`config.mk`:
```
export PLATFORM = sky130hd
export DESIGN_NAME = booth_mult_seq
export DESIGN_NICKNAME = d
export VERILOG_FILES = /design/src/rtl/booth_mult_pkg.sv /design/src/rtl/booth_mult_seq_step.sv /design/src/rtl/booth_mult_seq.sv
export SDC_FILE = /design/constraint.sdc
export NUM_CORES = 1
export LEC_CHECK = 0
export CAP_MARGIN = 20
export CORE_UTILIZATION = 45
export DETAILED_ROUTE_END_ITERATION = 10
export HOLD_SLACK_MARGIN = 0.03
export PLACE_DENSITY = 0.72
export SYNTH_ARGS = -nofsm -noshare
export SYNTH_HDL_FRONTEND = slang
export SYNTH_SLANG_ARGS = --single-unit
```
`constraint.sdc`:
```
create_clock -name clk -period 4.7 [get_ports clk]
set_input_delay 1.41 -clock clk [delete_from_list [all_inputs] [get_ports clk]]
set_output_delay 1.41 -clock clk [all_outputs]
set_load 0.01 [all_outputs]
```
`src/rtl/booth_mult_pkg.sv`:
```
// booth_mult_pkg: shared types and sizing helpers for the sequential Booth multiplier.
//   state_t      - controller state encoding (IDLE, RUN, DONE)
//   booth_ext    - operand width after the 2-bit sign/zero extension
//   booth_cycles - RUN cycles needed for a given width and steps-per-cycle
package booth_mult_pkg;

  typedef enum logic [1:0] {
    IDLE,
    RUN,
    DONE
  } state_t;

  function automatic int unsigned booth_ext(input int unsigned width);
    return width + 2;
  endfunction

  function automatic int unsigned booth_cycles(input int unsigned width,
                                               input int unsigned steps);
    return (width + 2) / steps;
  endfunction

endpackage

```
`src/rtl/booth_mult_seq_step.sv`:
```
// booth_step: one combinational radix-2 Booth step.
//   p      - partial state {A[EXT], Q[EXT], q_m1}
//   m      - extended multiplicand
//   p_next - state after the conditional add/sub and the arithmetic right shift
module booth_step #(
  parameter int unsigned EXT = 34
) (
  input  logic [2*EXT:0] p,
  input  logic [EXT-1:0] m,
  output logic [2*EXT:0] p_next
);

  logic [EXT-1:0] a;
  logic [EXT-1:0] a_sum;

  always_comb begin
    a = p[2*EXT:EXT+1];
    case (p[1:0])
      2'b01:   a_sum = a + m;
      2'b10:   a_sum = a - m;
      default: a_sum = a;
    endcase
    // Shift {A, Q, q_m1} right by one, replicating A's MSB; Q[0] becomes q_m1.
    p_next = {a_sum[EXT-1], a_sum, p[EXT:1]};
  end

endmodule

```
`src/rtl/booth_mult_seq.sv`:
```
// booth_mult_seq: iterative radix-2 Booth multiplier, signed/unsigned per operation.
//   clk, rst             - clock, synchronous active-high reset
//   in_valid/in_ready    - operand handshake (in_ready high only in IDLE)
//   is_signed            - 1: two's-complement operands, 0: unsigned
//   in_a, in_b           - multiplicand, multiplier (WIDTH bits)
//   out_valid/out_ready  - result handshake; product held until taken
//   product              - 2*WIDTH-bit result
//   busy                 - high in RUN or DONE
module booth_mult_seq
  import booth_mult_pkg::*;
#(
  parameter int unsigned WIDTH           = 32,
  parameter int unsigned STEPS_PER_CYCLE = 1
) (
  input  logic               clk,
  input  logic               rst,
  input  logic               in_valid,
  output logic               in_ready,
  input  logic               is_signed,
  input  logic [WIDTH-1:0]   in_a,
  input  logic [WIDTH-1:0]   in_b,
  output logic               out_valid,
  input  logic               out_ready,
  output logic [2*WIDTH-1:0] product,
  output logic               busy
);

  localparam int unsigned EXT = booth_ext(WIDTH);
  localparam int unsigned N   = booth_cycles(WIDTH, STEPS_PER_CYCLE);
  localparam int unsigned CW  = $clog2(N + 1);

  generate
    if (STEPS_PER_CYCLE == 0 || (EXT % STEPS_PER_CYCLE) != 0) begin : g_bad_spc
      $error("booth_mult_seq: STEPS_PER_CYCLE must divide WIDTH+2");
    end
  endgenerate

  state_t          state;
  logic [EXT-1:0]  m_reg;
  logic [2*EXT:0]  p_reg;
  logic [CW-1:0]   cnt;
  logic [EXT-1:0]  ext_a;
  logic [EXT-1:0]  ext_b;

  logic [STEPS_PER_CYCLE:0][2*EXT:0] chain;

  // The 2-bit extension keeps the unsigned MSB out of the Booth sign position,
  // so the same signed datapath serves both modes.
  always_comb begin
    ext_a = is_signed ? {{2{in_a[WIDTH-1]}}, in_a} : {2'b00, in_a};
    ext_b = is_signed ? {{2{in_b[WIDTH-1]}}, in_b} : {2'b00, in_b};
  end

  assign chain[0] = p_reg;

  generate
    for (genvar g = 0; g < STEPS_PER_CYCLE; g++) begin : g_step
      booth_step #(.EXT(EXT)) u_step (
        .p      (chain[g]),
        .m      (m_reg),
        .p_next (chain[g+1])
      );
    end
  endgenerate

  always_ff @(posedge clk) begin
    if (rst) begin
      state     <= IDLE;
      in_ready  <= 1'b1;
      out_valid <= 1'b0;
      busy      <= 1'b0;
      product   <= '0;
      p_reg     <= '0;
      m_reg     <= '0;
      cnt       <= '0;
    end else begin
      case (state)
        IDLE: begin
          if (in_valid) begin
            m_reg    <= ext_a;
            p_reg    <= {{EXT{1'b0}}, ext_b, 1'b0};
            cnt      <= CW'(N);
            state    <= RUN;
            in_ready <= 1'b0;
            busy     <= 1'b1;
          end
        end
        RUN: begin
          p_reg <= chain[STEPS_PER_CYCLE];
          cnt   <= cnt - 1'b1;
          if (cnt == CW'(1)) begin
            product   <= chain[STEPS_PER_CYCLE][2*WIDTH:1];
            state     <= DONE;
            out_valid <= 1'b1;
          end
        end
        DONE: begin
          if (out_ready) begin
            state     <= IDLE;
            out_valid <= 1'b0;
            busy      <= 1'b0;
            in_ready  <= 1'b1;
          end
        end
        default: begin
          state     <= IDLE;
          in_ready  <= 1'b1;
          out_valid <= 1'b0;
          busy      <= 1'b0;
        end
      endcase
    end
  end

endmodule

```
## Word level (Yosys, flattened, before mapping)

Cells that the tools add are included.

- Add/sub/neg operators: 3
- Equality and inequality tests: 8
- Bitwise gates (word level): 2
- Reductions and logical operators: 8
- Muxes and demuxes: 19

Operator list:

| cell | number |
|---|---|
| one-hot mux 69 bit (2 select lines) | 1 |
| two-way mux 69 bit | 1 |
| two-way mux 34 bit | 2 |
| one-hot mux 34 bit (2 select lines) | 1 |
| adder 34 bit | 1 |
| subtractor 34 bit | 1 |
| one-hot mux 6 bit (2 select lines) | 1 |
| one-hot mux 1 bit (3 select lines) | 3 |
| AND reduction 3 bit | 3 |
| equality test 6 x 1 -> 1 bit (second input constant) | 1 |
| two-way mux 2 bit | 3 |
| two-way mux 6 bit | 1 |
| inequality test 2 bit (second input constant) | 3 |
| one-hot mux 2 bit (3 select lines) | 1 |
| AND reduction 2 bit | 3 |
| subtractor 6 x 1 -> 6 bit (second input constant) | 1 |
| two-way mux 1 bit | 5 |
| equality test 2 x 1 -> 1 bit (second input constant) | 2 |
| equality test 2 bit (second input constant) | 2 |
| logical NOT 2 bit | 1 |
| inverter 1 bit | 2 |
| nonzero test 2 bit | 1 |

- Logic and storage cells: 48
- Input bits: 69
- Register bits: 178

## Longest topological paths before layout

- Depth in word-level cells: 3
- Depth in mapped cells: 19
- Gate-level depth less buffers: 18

## By module

From an unflattened synthesis, not the netlist that was laid out.

- Cell total of the unflattened synthesis: 1374
- Area, all modules: 10236.1 sq um

By module, submodules not included:

| module | seq. area each (sq um) | cells each | area each (sq um) | times used |
|---|---|---|---|---|
| booth_mult_seq | 3543.4 | 877 | 7020.5 | 1 |
| booth_step | 0.0 | 497 | 3215.6 | 1 |

## Least setup slack after synthesis

Ideal clock, no wire load.

- Path type: reg-to-reg
- Start: register m_reg[3]
- End: register p_reg[66]
- Slack: 0.494 ns
- Buffers on the path: 1
- Cell stages (with the launch flop): 17
- Setup time: 0.130 ns
- Arrival: 4.075 ns
- Clock period less this slack: 4.206 ns
- Path through: dfxtp_1 -> or4_4 -> nor2_1 -> nor4bb_1 -> clkbuf_1 -> a21oi_1 -> xnor2_1 -> ha_1 -> a21oi_1 -> nand2_1 -> a221o_1 -> a221o_1 -> o31ai_1 -> a21oi_1 -> a221oi_1 -> xor2_1 -> o22ai_1

- Cells in the longest elaborated chain, start to end: 3
- Elaborated cells between the ends (all ways): 4

RTL lines:

| what | RTL line | RTL |
|---|---|---|
| from (decl) | booth_mult_seq.sv:39 | `logic [EXT-1:0] m_reg;` |
| from (signal assigned) | booth_mult_seq.sv:80 | `m_reg <= ext_a;` |
| subtractor 34 bit / adder 34 bit (equally long branches) | booth_mult_seq_step.sv:20, booth_mult_seq_step.sv:19 |  |
| one-hot mux 34 bit (2 select lines) (*) | booth_mult_seq_step.sv:18 | `case (p[1:0])` |
| one-hot mux 69 bit (2 select lines) (*) | booth_mult_seq.sv:77 | `case (state)` |
| to (signal assigned) | booth_mult_seq.sv:81 | `p_reg <= {{EXT{1'b0}}, ext_b, 1'b0};` |
| to (signal assigned) | booth_mult_seq.sv:89 | `p_reg <= chain[STEPS_PER_CYCLE];` |
| to (decl) | booth_mult_seq.sv:40 | `logic [2*EXT:0] p_reg;` |

Mark *: on every way between the ends. The rest lies on a longest branch, timed or not.
A chain may end at the register's enable or synchronous reset.

## Worst setup path in the final report

- Start: register m_reg[3]
- End: register p_reg[67]

The elaborated chain is that of the path after synthesis.

==> metrics.yaml <==
outcome:
  status: "complete, no violations"
grt:
  grt_pass1_vias: 8529
  grt_max_degree: 70
  gr-total-overflow: 0
  grt_pass1_wl_um: 41500
  grt_antenna_before_repair: 0
  grt.total_usage_pct: 25.1
route:
  viasPerCell: 5.61
  routedWlPerCell_um: 16.1
  dr_total_vias: 8823
  ant_nets: 0
  drt-total-wl_um: 25300
  first_pass_iters: 5
  drc_errors: 0
  drtIter0Drc: 555
setup_path:
  worstPathMaxFanout: 7
  startpoint: "m_reg[3]"
  arrival_ns: 4.69
  path_buf_inv: 1
  critPathRequiredTime_ns: 5.03
  r2r_start: "m_reg[3]"
  setup.worst_path.class: "reg2reg"
  cp_cell_sequence: "or4_4 -> nor2_1 -> nor4bb_2 -> buf_4 -> a21oi_1 -> nor2_1 -> o21ai_0 -> xnor2_1 -> ha_1 -> a21oi_1 -> o21ai_0 -> a2111oi_2 -> nand2_1 -> a21oi_1 -> nor2_1 -> o21a_1 -> a211o_1 -> mux2_4"
  critPathTopFamily: "compound AO/OA/AOI/OAI gates"
  max_stage_delay_ns: 0.57
  start_kind: "flip-flop"
  crit_slowest_cell: "or4_4"
  end_kind: "flip-flop"
hold_path:
  hp-start: "product[7]"
  hold_path_class: "reg2reg"
timing:
  min_period_ns: 4.36
  rsz0062_at_grt: "no"
  final_max_slew_viol_count: 0
  timing.slew.headroom_pct: 37.0
  hold_viol: 0
  whs_ns: 0.455
  timing.fmax_mhz: 229
  period_share_pct: 92.9
  skew_ns: 0.0108
  setup_tns_ns: 0
  tightest_slew_ns: 0.945
  setup_violations: 0
run:
  maxCapViolCount: 0
die:
  ios: 136
  initial_utilization_pct: 46.6
  die_w_um: 145
  core_area_mm2: 0.0197
  fp.dieArea_mm2: 0.0210
  rows: 51
  die_height_um: 145
yosys:
  synth_fp_nets: 1307
  synth_area_leaders: "dfxtp_1 38%, a21oi_1 10%, nand2_1 9.8%"
  synth_edf_count: 0
  yosysWarnings: 0
  synth_top_cell_by_area: "dfxtp_1"
  synth_top_cell_area_share_pct: 38.4
  ys_ff_latch: 176
  syn_area_mm2: 0.00919
  synth_flop_cell: "dfxtp_1"
  yosysUniqueCellTypes: 67
  async_reset_ff_share_pct: 0
  syn_avg_cell_area_um2: 7.65
  seq_area_frac_synth_pct: 38.4
  synthCells: 1200
clock_tree:
  clock_tree.root_cell: "clkbuf_16"
  htree_levels: 4
  cts_tree: "built"
  clk-insertion-delay-late_ns: 0.45
  cts.path.max_buffers: 2
  cts.clk_slew.worst_paths_ns: 0.08
  cts-buffers-inserted: 17
  cts.sinks: 176
  cts-hold-fix-buffers: 0
finish:
  area_growth_pct: 23.9
  largest_reg_flops: 68
  insertedDiodeCount: 0
  nets: 1402
  utilization_pct: 57.7
  layout-drive-gt1-share_pct: 6.04
placed_design:
  portBuffers: 135
  gp_congestion: 0.872
  hpwl_um: 17600
power:
  leakagePower_nw: 4.18
  power_density_mw_per_mm2: 345
  ir_drop_mv: 0.268
[final timing paths]
kind / slack (ns) / endpoint / cells after the start
max: 0.34 / p_reg[67] / 18
min: 0.45 / product[7] / 2
max reg2reg: 0.34 / p_reg[67] / 18
min reg2reg: 0.45 / product[7] / 2
[timing repair]
action                     in CTS  in global routing
setup endpoints to repair       0                  8
setup buffers                   0                  0
gates resized for setup         0                  7
[worst register-to-register path, stage by stage, from the launching register on]
cell and delay (ns):
dfxtp_1 0.36, or4_4 0.57, nor2_1 0.12, nor4bb_2 0.29
buf_4 0.19, a21oi_1 0.11, nor2_1 0.19, o21ai_0 0.13
xnor2_1 0.15, ha_1 0.34, a21oi_1 0.22, o21ai_0 0.17
a2111oi_2 0.36, nand2_1 0.09, a21oi_1 0.13, nor2_1 0.12
o21a_1 0.20, a211o_1 0.24, mux2_4 0.29
[cell usage after synthesis (all sizes together), types with 3 or more instances]
cell    count
a211oi     12
a21boi      4
a21o       14
a21oi     183
a221oi      3
a22oi      33
a311oi      9
a31oi      22
and2        3
and3        7
buf         5
clkbuf     74
dfxtp     176
ha         37
inv        23
mux2i      10
nand2     240
nand2b      9
nand3      38
nand4       3
nor2       95
nor2b       8
nor3       22
nor4        7
o211ai      7
o21a        5
o21ai      35
o21bai      3
o31ai       5
or3         8
or4         6
xnor2      40
xor2       16
[kinds of logic (layout without fill, tap and decap cells)]
logic type	Yosys count	in the layout	share of synthesized area [%]
AOI/OAI and AO/OA	356	356	23.3
xor gates and xnor gates	56	56	5.34
adders and majority gates	38	38	5.26
buffers and inverters	102	210	4.17
DFF	176	176	38.4
muxes	12	12	1.38
and+or+nand+nor	460	460	22.2
[power breakdown]
part           total [mW]  switching [mW]  leakage [nW]  internal [mW]
Combinational       0.863           0.500          2.47          0.363
Sequential           1.62          0.0638          1.43           1.56
Clock                1.44           0.683         0.282          0.756
[routing by layer]
metal / GRT usage (%) / wire length (um) / up-vias
met4: 11.6 / 829 / 0
li1: - / - / 4415
met2: 42.8 / 12300 / 204
met5: 0 / 0 / -
met1: 30.3 / 11000 / 4151
met3: 5.20 / 1180 / 53
[placed cells by master, fill, tap and decap left out, drive strengths merged, types with 4 or more instances in the layout]
master,count
o21a,5
a311oi,9
nor2,95
nor2b,8
xnor2,40
a21boi,4
and3,7
a31oi,22
clkdlybuf4s50,134
mux2i,10
nand2b,9
nand3,38
dfxtp,176
o21ai,35
xor2,16
nand2,240
nor4,7
buf,21
ha,37
o31ai,5
o211ai,7
clkbuf,17
or3,8
or4,6
a21oi,183
a22oi,33
nor3,22
inv,29
a21o,14
clkinv,5
a211oi,12
[stage by stage]
step | setup WS (ns) | instances | total power, mW | area [um^2]
final | 0.335 | 1573 | 3.92 | 11400
after CTS | 0.134 | 1573 | 3.94 | 11300
after global placement | 0.220 | 1541 | 2.49 | 10700
after detailed placement | 0.158 | 1541 | 2.50 | 10700
after floorplan | 0.494 | 1200 | 2.25 | 9190
after global routing | 0.0419 | 1573 | 4.11 | 11400
[layout make-up]
class	count	area (um^2)
well taps	265	332
repair buffers	155	1500
inverters	23	86.3
clock buffers	17	425
flip-flops and latches	176	3520
multi-input cells	922	5340
clock inverters	15	169
fillers	1787	8340
Power figures use the tool's default switching activity.
